## src/rtl/sdram_arbiter.sv

```systemverilog
// Round-robin arbiter sharing one sdram_ctrl request port among NumPorts requesters.
// Grant -> 1-cycle req pulse -> write hold window or read wait (rd_rdy / timeout) -> per-port response.
module sdram_arbiter #(
  parameter int NumPorts     = 2,
  parameter int AddrWidth    = 22,
  parameter int DataWidth    = 16,
  parameter int WrHoldCycles = 16,
  parameter int RdTimeout    = 64
) (
  input  logic                           i_sys_clk,
  input  logic                           i_rst_n,
  input  logic [NumPorts-1:0]            i_req_valid,
  input  logic [NumPorts-1:0]            i_req_we,
  input  logic [NumPorts*AddrWidth-1:0]  i_req_addr,
  input  logic [NumPorts*DataWidth-1:0]  i_req_data,
  output logic [NumPorts-1:0]            o_req_ready,
  output logic [NumPorts-1:0]            o_rsp_valid,
  output logic [DataWidth-1:0]           o_rsp_data,
  output logic                           o_rsp_err,
  output logic                           o_busy,
  output logic                           o_wr_req,
  output logic [AddrWidth-1:0]           o_wr_addr,
  output logic [DataWidth-1:0]           o_wr_data,
  output logic                           o_rd_req,
  output logic [AddrWidth-1:0]           o_rd_addr,
  input  logic [DataWidth-1:0]           i_rd_data,
  input  logic                           i_rd_rdy
);

  localparam int PW     = $clog2(NumPorts);
  localparam int CntMax = (WrHoldCycles > RdTimeout) ? WrHoldCycles : RdTimeout;
  localparam int CW     = $clog2(CntMax + 1);

  typedef enum logic [1:0] {IDLE, ISSUE, RD_WAIT, WR_HOLD} state_e;

  state_e                 state_q;
  logic [PW-1:0]          ptr_q;
  logic [PW-1:0]          port_q;
  logic                   we_q;
  logic [CW-1:0]          cnt_q;
  logic [NumPorts-1:0]    rsp_valid_q;
  logic [DataWidth-1:0]   rsp_data_q;
  logic                   rsp_err_q;
  logic                   wr_req_q;
  logic                   rd_req_q;
  logic [AddrWidth-1:0]   wr_addr_q;
  logic [DataWidth-1:0]   wr_data_q;
  logic [AddrWidth-1:0]   rd_addr_q;

  logic [PW-1:0]          gnt_idx;
  logic [PW-1:0]          hi_idx;
  logic [PW-1:0]          lo_idx;
  logic                   hi_found;
  logic                   any_vld;
  logic                   sel_we;
  logic [AddrWidth-1:0]   sel_addr;
  logic [DataWidth-1:0]   sel_data;
  logic                   hs;

  // Lowest valid port above the pointer wins; otherwise wrap to the lowest valid port.
  always_comb begin
    hi_found = 1'b0;
    hi_idx   = '0;
    lo_idx   = '0;
    any_vld  = 1'b0;
    for (int p = NumPorts - 1; p >= 0; p--) begin
      if (i_req_valid[p]) begin
        any_vld = 1'b1;
        lo_idx  = PW'(p);
        if (PW'(p) > ptr_q) begin
          hi_found = 1'b1;
          hi_idx   = PW'(p);
        end
      end
    end
    gnt_idx = hi_found ? hi_idx : lo_idx;
  end

  always_comb begin
    sel_we   = 1'b0;
    sel_addr = '0;
    sel_data = '0;
    for (int p = 0; p < NumPorts; p++) begin
      if (gnt_idx == PW'(p)) begin
        sel_we   = i_req_we[p];
        sel_addr = i_req_addr[p*AddrWidth +: AddrWidth];
        sel_data = i_req_data[p*DataWidth +: DataWidth];
      end
    end
  end

  assign o_req_ready = (state_q == IDLE && any_vld) ? (NumPorts'(1) << gnt_idx) : '0;
  assign hs          = |(o_req_ready & i_req_valid);

  always_ff @(posedge i_sys_clk) begin
    if (!i_rst_n) begin
      state_q     <= IDLE;
      ptr_q       <= PW'(NumPorts - 1);
      port_q      <= '0;
      we_q        <= 1'b0;
      cnt_q       <= '0;
      rsp_valid_q <= '0;
      rsp_data_q  <= '0;
      rsp_err_q   <= 1'b0;
      wr_req_q    <= 1'b0;
      rd_req_q    <= 1'b0;
      wr_addr_q   <= '0;
      wr_data_q   <= '0;
      rd_addr_q   <= '0;
    end else begin
      rsp_valid_q <= '0;
      wr_req_q    <= 1'b0;
      rd_req_q    <= 1'b0;
      case (state_q)
        IDLE: begin
          if (hs) begin
            port_q  <= gnt_idx;
            ptr_q   <= gnt_idx;
            we_q    <= sel_we;
            state_q <= ISSUE;
            if (sel_we) begin
              wr_addr_q <= sel_addr;
              wr_data_q <= sel_data;
              wr_req_q  <= 1'b1;
            end else begin
              rd_addr_q <= sel_addr;
              rd_req_q  <= 1'b1;
            end
          end
        end
        ISSUE: begin
          if (we_q) begin
            cnt_q   <= CW'(WrHoldCycles);
            state_q <= WR_HOLD;
          end else begin
            cnt_q   <= CW'(1);
            state_q <= RD_WAIT;
          end
        end
        WR_HOLD: begin
          if (cnt_q == CW'(1)) begin
            state_q     <= IDLE;
            rsp_valid_q <= NumPorts'(1) << port_q;
            rsp_data_q  <= '0;
            rsp_err_q   <= 1'b0;
          end else begin
            cnt_q <= cnt_q - CW'(1);
          end
        end
        RD_WAIT: begin
          // rd_rdy takes precedence over a timeout expiring in the same cycle
          if (i_rd_rdy) begin
            state_q     <= IDLE;
            rsp_valid_q <= NumPorts'(1) << port_q;
            rsp_data_q  <= i_rd_data;
            rsp_err_q   <= 1'b0;
          end else if (cnt_q == CW'(RdTimeout)) begin
            state_q     <= IDLE;
            rsp_valid_q <= NumPorts'(1) << port_q;
            rsp_data_q  <= '0;
            rsp_err_q   <= 1'b1;
          end else begin
            cnt_q <= cnt_q + CW'(1);
          end
        end
        default: state_q <= IDLE;
      endcase
    end
  end

  assign o_busy      = (state_q != IDLE);
  assign o_rsp_valid = rsp_valid_q;
  assign o_rsp_data  = rsp_data_q;
  assign o_rsp_err   = rsp_err_q;
  assign o_wr_req    = wr_req_q;
  assign o_wr_addr   = wr_addr_q;
  assign o_wr_data   = wr_data_q;
  assign o_rd_req    = rd_req_q;
  assign o_rd_addr   = rd_addr_q;

endmodule

```

## config.mk

```make
export PLATFORM = sky130hd
export DESIGN_NAME = sdram_arbiter
export DESIGN_NICKNAME = d
export VERILOG_FILES = /design/src/rtl/sdram_arbiter.sv
export SDC_FILE = /design/constraint.sdc
export NUM_CORES = 1
export LEC_CHECK = 0
export BUFFER_PORTS_ARGS = -buffer_cell sky130_fd_sc_hd__buf_2
export CAP_MARGIN = 0
export CORE_MARGIN = 2
export CORE_UTILIZATION = 50
export CTS_BUF_LIST = sky130_fd_sc_hd__clkbuf_16
export DETAILED_ROUTE_END_ITERATION = 8
export PLACE_DENSITY = 0.92
export REMOVE_ABC_BUFFERS = 1
export SLEW_MARGIN = 20
export SYNTH_ARGS = -nofsm -noshare
export SYNTH_HDL_FRONTEND = slang
export SYNTH_SLANG_ARGS = --single-unit
export TNS_END_PERCENT = 20
```

## constraint.sdc

```tcl
create_clock -name i_sys_clk -period 4.5 [get_ports i_sys_clk]
set_input_delay 0.45 -clock i_sys_clk [delete_from_list [all_inputs] [get_ports i_sys_clk]]
set_output_delay 0.45 -clock i_sys_clk [all_outputs]
set_load 0.01 [all_outputs]
```

## After elaboration in Yosys (flattened, before gate mapping)

Index checks and enable logic that the tools add are counted.

| cells by class | value |
|---|---|
| add/sub/neg operators | 2 |
| $lt $le $gt $ge | 2 |
| equal/unequal tests | 11 |
| shifts and indexed selects | 2 |
| mux-type cells | 39 |
| bitwise gates (word level) | 2 |
| reduce and logical (&&, ||, !) cells | 13 |

Operators with widths:

| cell | count |
|---|---|
| $mux W16 | 4 |
| $pmux W16 S2 | 1 |
| $mux W22 | 1 |
| $mux W7 | 3 |
| $pmux W7 S3 | 1 |
| $mux W1 | 17 |
| $mux W2 | 8 |
| $reduce_and A3 Y1 | 5 |
| $ne A2 B2 Y1 const B | 5 |
| $pmux W2 S4 | 1 |
| $add A7 B1 Y7 const B | 1 |
| $eq A7 B1 Y1 const B | 1 |
| $eq A7 B7 Y1 const B | 1 |
| $sub A7 B1 Y7 const B | 1 |
| $mux W5 | 1 |
| $eq A2 B2 Y1 const B | 2 |
| $pmux W2 S2 | 1 |
| $reduce_and A4 Y1 | 1 |
| $reduce_bool A2 Y1 | 2 |
| $shl A1 B1 Y2 const A | 2 |
| $ne A3 B3 Y1 const B | 1 |
| $reduce_bool A3 Y1 | 1 |
| $and A2 B2 Y2 | 1 |
| $eq A2 B1 Y1 const B | 1 |
| other kinds (7) | 8 |

| word-level totals | value |
|---|---|
| register bits after elaboration | 93 |
| output and inout bits | 84 |

## Depth between registers and ports, before layout

| depth | value |
|---|---|
| depth after elaboration | 12 |
| depth in mapped cells | 8 |
| gate-level depth less buffers | 6 |

## Least setup slack after synthesis

OpenSTA, ideal clock, no wires.

| path | value |
|---|---|
| path kind | input-to-reg |
| start | input i_req_valid[1] |
| end | register rd_addr_q[10] (netlist: o_rd_addr[10]) |
| library setup time | 70 ps |
| arrival time | 1881 ps |
| required time | 4430 ps |
| path slack | 2548 ps |
| stages | 7 |
| cell sequence | a21boi_1 -> clkbuf_1 -> mux2_2 -> or3_1 -> clkbuf_1 -> clkbuf_1 -> o2bb2ai_1 |

| on the way | value |
|---|---|
| word-level cells in the longest chain between the ends | 9 |

RTL lines:

| element | RTL line | source |
|---|---|---|
| start: declaration | 12 | `input logic [NumPorts-1:0] i_req_valid,` |
| $mux W1 | 67 | `if (i_req_valid[p]) begin` |
| $mux W1 | 70 | `if (PW'(p) > ptr_q) begin` |
| $mux W1 | 67 |  |
| $mux W1 | 76 | `gnt_idx = hi_found ? hi_idx : lo_idx;` |
| $shl A1 B1 Y2 | 92 | `assign o_req_ready = (state_q == IDLE && any_vld) ? (NumPorts'(1) << gnt_idx) : '0;` |
| $mux W2 | 92 |  |
| $and A2 B2 Y2 | 93 | `assign hs = \|(o_req_ready & i_req_valid);` |
| $reduce_or A2 Y1 | 93 |  |
| $reduce_and A3 Y1 (no source line) | -- |  |
| end signal: assignment | 126 | `rd_addr_q <= sel_addr;` |
| end: declaration | 48 | `logic [AddrWidth-1:0] rd_addr_q;` |

Parallel ways exist; a longest one is shown, timed or not.
A chain may end at the register's enable or synchronous reset.

## Worst setup path in the final report

| path | value |
|---|---|
| start | register ptr_q |
| end | register wr_addr_q[20] (netlist: o_wr_addr[20]) |

| on the way | value |
|---|---|
| word-level cells in the longest chain between the ends | 11 |

RTL lines:

| element | RTL line | source |
|---|---|---|
| start: declaration | 37 | `logic [PW-1:0] ptr_q;` |
| start signal: assignment | 98 | `ptr_q <= PW'(NumPorts - 1);` |
| start signal: assignment | 118 | `ptr_q <= gnt_idx;` |
| $gt A1 B1 Y1 | 70 |  |
| $mux W1 | 70 |  |
| $mux W1 | 67 |  |
| $mux W1 | 70 |  |
| $mux W1 | 67 |  |
| $mux W1 (*) | 76 |  |
| $shl A1 B1 Y2 | 92 |  |
| $mux W2 | 92 |  |
| $and A2 B2 Y2 | 93 |  |
| $reduce_or A2 Y1 | 93 |  |
| $reduce_and A3 Y1 (no source line) | -- |  |
| end signal: assignment | 122 | `wr_addr_q <= sel_addr;` |
| end: declaration | 46 | `logic [AddrWidth-1:0] wr_addr_q;` |

Mark *: on every way between the ends. The rest lies on a longest branch, timed or not.

==> impl_metrics.tcl <==
set metrics [dict create \
    drv_slew 0 \
    ctsHtreeMaxLevel 3 \
    drcViolationCount 0 \
    cp_cell_sequence "a21boi_4 -> mux2_2 -> and2_1 -> buf_4 -> a211oi_1" \
    yosysWarnings 0 \
    core_um2 7331 \
    final_common_cell "buf_2" \
    max-cap-violations 0 \
    drt-pass1-iter-count 4 \
    cts_hold_buf 0 \
    finalCriticalPeriod_ns 2.408 \
    holdWs_ns 0.3459 \
    numCtsBuffers 9 \
    wire_per_inst_um 17.09 \
    clock_path_buffers 2 \
    place_area_um2 4780 \
    fin_cells 647 \
    synth-seq-cells 93 \
    place_worst_setup_slack_ns 1.890 \
    syn_area_um2 3835 \
    finish.instance_area_um2 5082 \
    drt-total-wl_um 11050 \
    post-route-period-util 0.5350 \
    end_kind "flip-flop" \
    clk_pin_slew_worst_paths_ns 0.06 \
    fmax_ghz 0.4154 \
    gp_congestion 0.8725 \
    slowest_delay_ns 0.72 \
    antenna_found_initial 2 \
    synth_top_area_share 0.4855 \
    dieArea_um2 8386 \
    track_usage 0.2604 \
    crit_path_start_kind "flip-flop" \
    tightestPinTransition_ns 1.039 \
    initial_core_util 0.5231 \
    synth.top_cells.by_area "dfxtp_1 49%, mux2i_1 10%, a211oi_1 7.4%" \
    power.total_w 0.002151 \
    ir_worst_vdd_uv 207.6 \
    synth_cells 377 \
    syn_to_final_growth_pct 32.53 \
    fin_ws_ns 2.092 \
    crit_type "reg -> reg" \
    grt_first_pass_wirelength_um 17560 \
    port_buffers 182 \
    placementRows 31 \
    final_antenna_net_count 0 \
    die_w_um 91.58 \
    cts_resized 0 \
    reg2reg_depth 5 \
    clk_latency_ns 0.33 \
    layout.nets 643 \
    dp_hpwl_um 8037 \
    ys_seq_area_frac 0.4855 \
    fillCellCount 569 \
    drtIter0Drc 186 \
    fp.dieH_um 91.58 \
    cts.sinks 93 \
    grt_max_degree 43 \
    vias 3699 \
    rsz0062_at_grt "false" \
    setup_violations 0 \
    wl_met3_um 669 \
    ios 183 \
    relSlewSlack 0.3047 \
    cts_tree "built" \
    via_per_inst 5.717 \
    syn_avg_cell_area_um2 10.17 \
    drive_gt1_frac 0.3810 \
    postCtsSetupRepairBufs 0 \
    fin_skew_ns 0.009796 \
    critPathSlowestCell "mux2_2" \
    leakage_nw 2.338 \
    finalHoldViolCount 0 \
    worstPathMaxFanout 42 \
    grt_pass1_vias 3656 \
    worstHoldPathType "in -> reg" \
    async_flop_share 0 \
    dp_cells 629 \
    synth-edff-count 0 \
    top_layer "met4" \
    grt_overflow 0 \
    critPathRequiredTime_ns 4.69 \
    crit_arrival_ns 2.60 \
    worstHoldPathCells 2 \
    clockRootBuffer "clkbuf_16" \
    powerDensity_nw_per_um2 423.3 \
    yosysUniqueCellTypes 50 \
    outcome "finished, final reports clean" \
    synth_area_leader_cell "dfxtp_1" \
    final_cell_mix "182 x buf_2, 93 x dfxtp_1, 44 x a21oi_1, 40 x mux2i_1, 38 x a211oi_1" \
    yosys_most_used_dff "dfxtp_1" \
    met1_length_um 4430 \
    met2_length_um 5540 \
]
## per-stage QoR
step | util | TNS [ns]
floorplan | - | -35.64
global placement | 0.6520 | 0
detailed placement | 0.6520 | 0
CTS | 0.6918 | 0
global route | 0.6933 | 0
finish | 0.6933 | 0
## flip-flops by register name, indices dropped and copies added, names as in the netlist, 2 cells and up
name         count
state_q          2
cnt_q            7
o_rd_addr       22
o_rsp_valid      2
o_wr_data       16
o_wr_addr       22
o_rsp_data      16
## area by class of cell
cell class	instances	area, um^2	share of cell area
flip-flops and latches	93	1862	0.3663
clock buffers	9	225.2	0.04431
inverters	9	33.78	0.006647
multi-input cells	242	1826	0.3592
well taps	99	123.9	0.02437
diodes	2	5.005	0.0009847
clock inverters	7	66.31	0.01305
repair buffers	186	940.9	0.1851
## synth_stat cells, types with 2 or more instances
cell type and n:
o22ai_1 2, nand2_1 12, clkbuf_1 22, nor3_1 3, a21o_1 2, mux2i_1 40, nor2_1 7, o21a_1 3
a32o_1 2, nor3b_1 3, inv_1 9, ha_1 3, buf_2 6, nand2b_1 2, dfxtp_1 93, a211oi_1 38
a22o_1 17, buf_1 4, o221ai_1 2, o211ai_1 3, a21oi_1 44, nand4_1 2, o2bb2ai_1 22, and3_1 6
and2_1 2, nand3_1 4
## cell families after synthesis
family	count (synthesis)	share of synthesized area
simple gates	50	0.07276
fa+ha+maj	3	0.009789
flops	93	0.4855
compound gates	147	0.2773
mux	41	0.1073
xor+xnor	1	0.002284
buf+inv	42	0.04502
## path summary, 6_finish.rpt
check,from,to,slack [ns]
worst max-delay path,ptr_q,o_wr_addr[20],2.09
worst min-delay path,i_rd_data[12],o_rsp_data[12],0.35
worst max register to register,ptr_q,o_wr_addr[20],2.09
worst min register to register,o_rd_addr[16],o_rd_addr[16],0.46
## routing by layer
layer	track usage	vias to the layer above
li1	-	1763
met1	0.3048	1730
met2	0.4510	179
met3	0.04979	27
met4	0.1326	0
met5	0	-
## where the power goes
part           switching, W  leakage, nW  internal [W]
logic              0.000267         1.44      0.000197
registers         0.0000567        0.761      0.000902
clock network      0.000302        0.141      0.000427
total              0.000626         2.34       0.00153
## critical path: cells and delay by family, from the launching register on
| family | cells | cell delay [ns] |
|---|---|---|
| muxes | 1 | 0.72 |
| and+or+nand+nor | 1 | 0.57 |
| DFF | 1 | 0.37 |
| buffers and inverters | 1 | 0.37 |
| AOI/OAI and AO/OA | 2 | 0.20 |
Power figures use the tool's default switching activity.
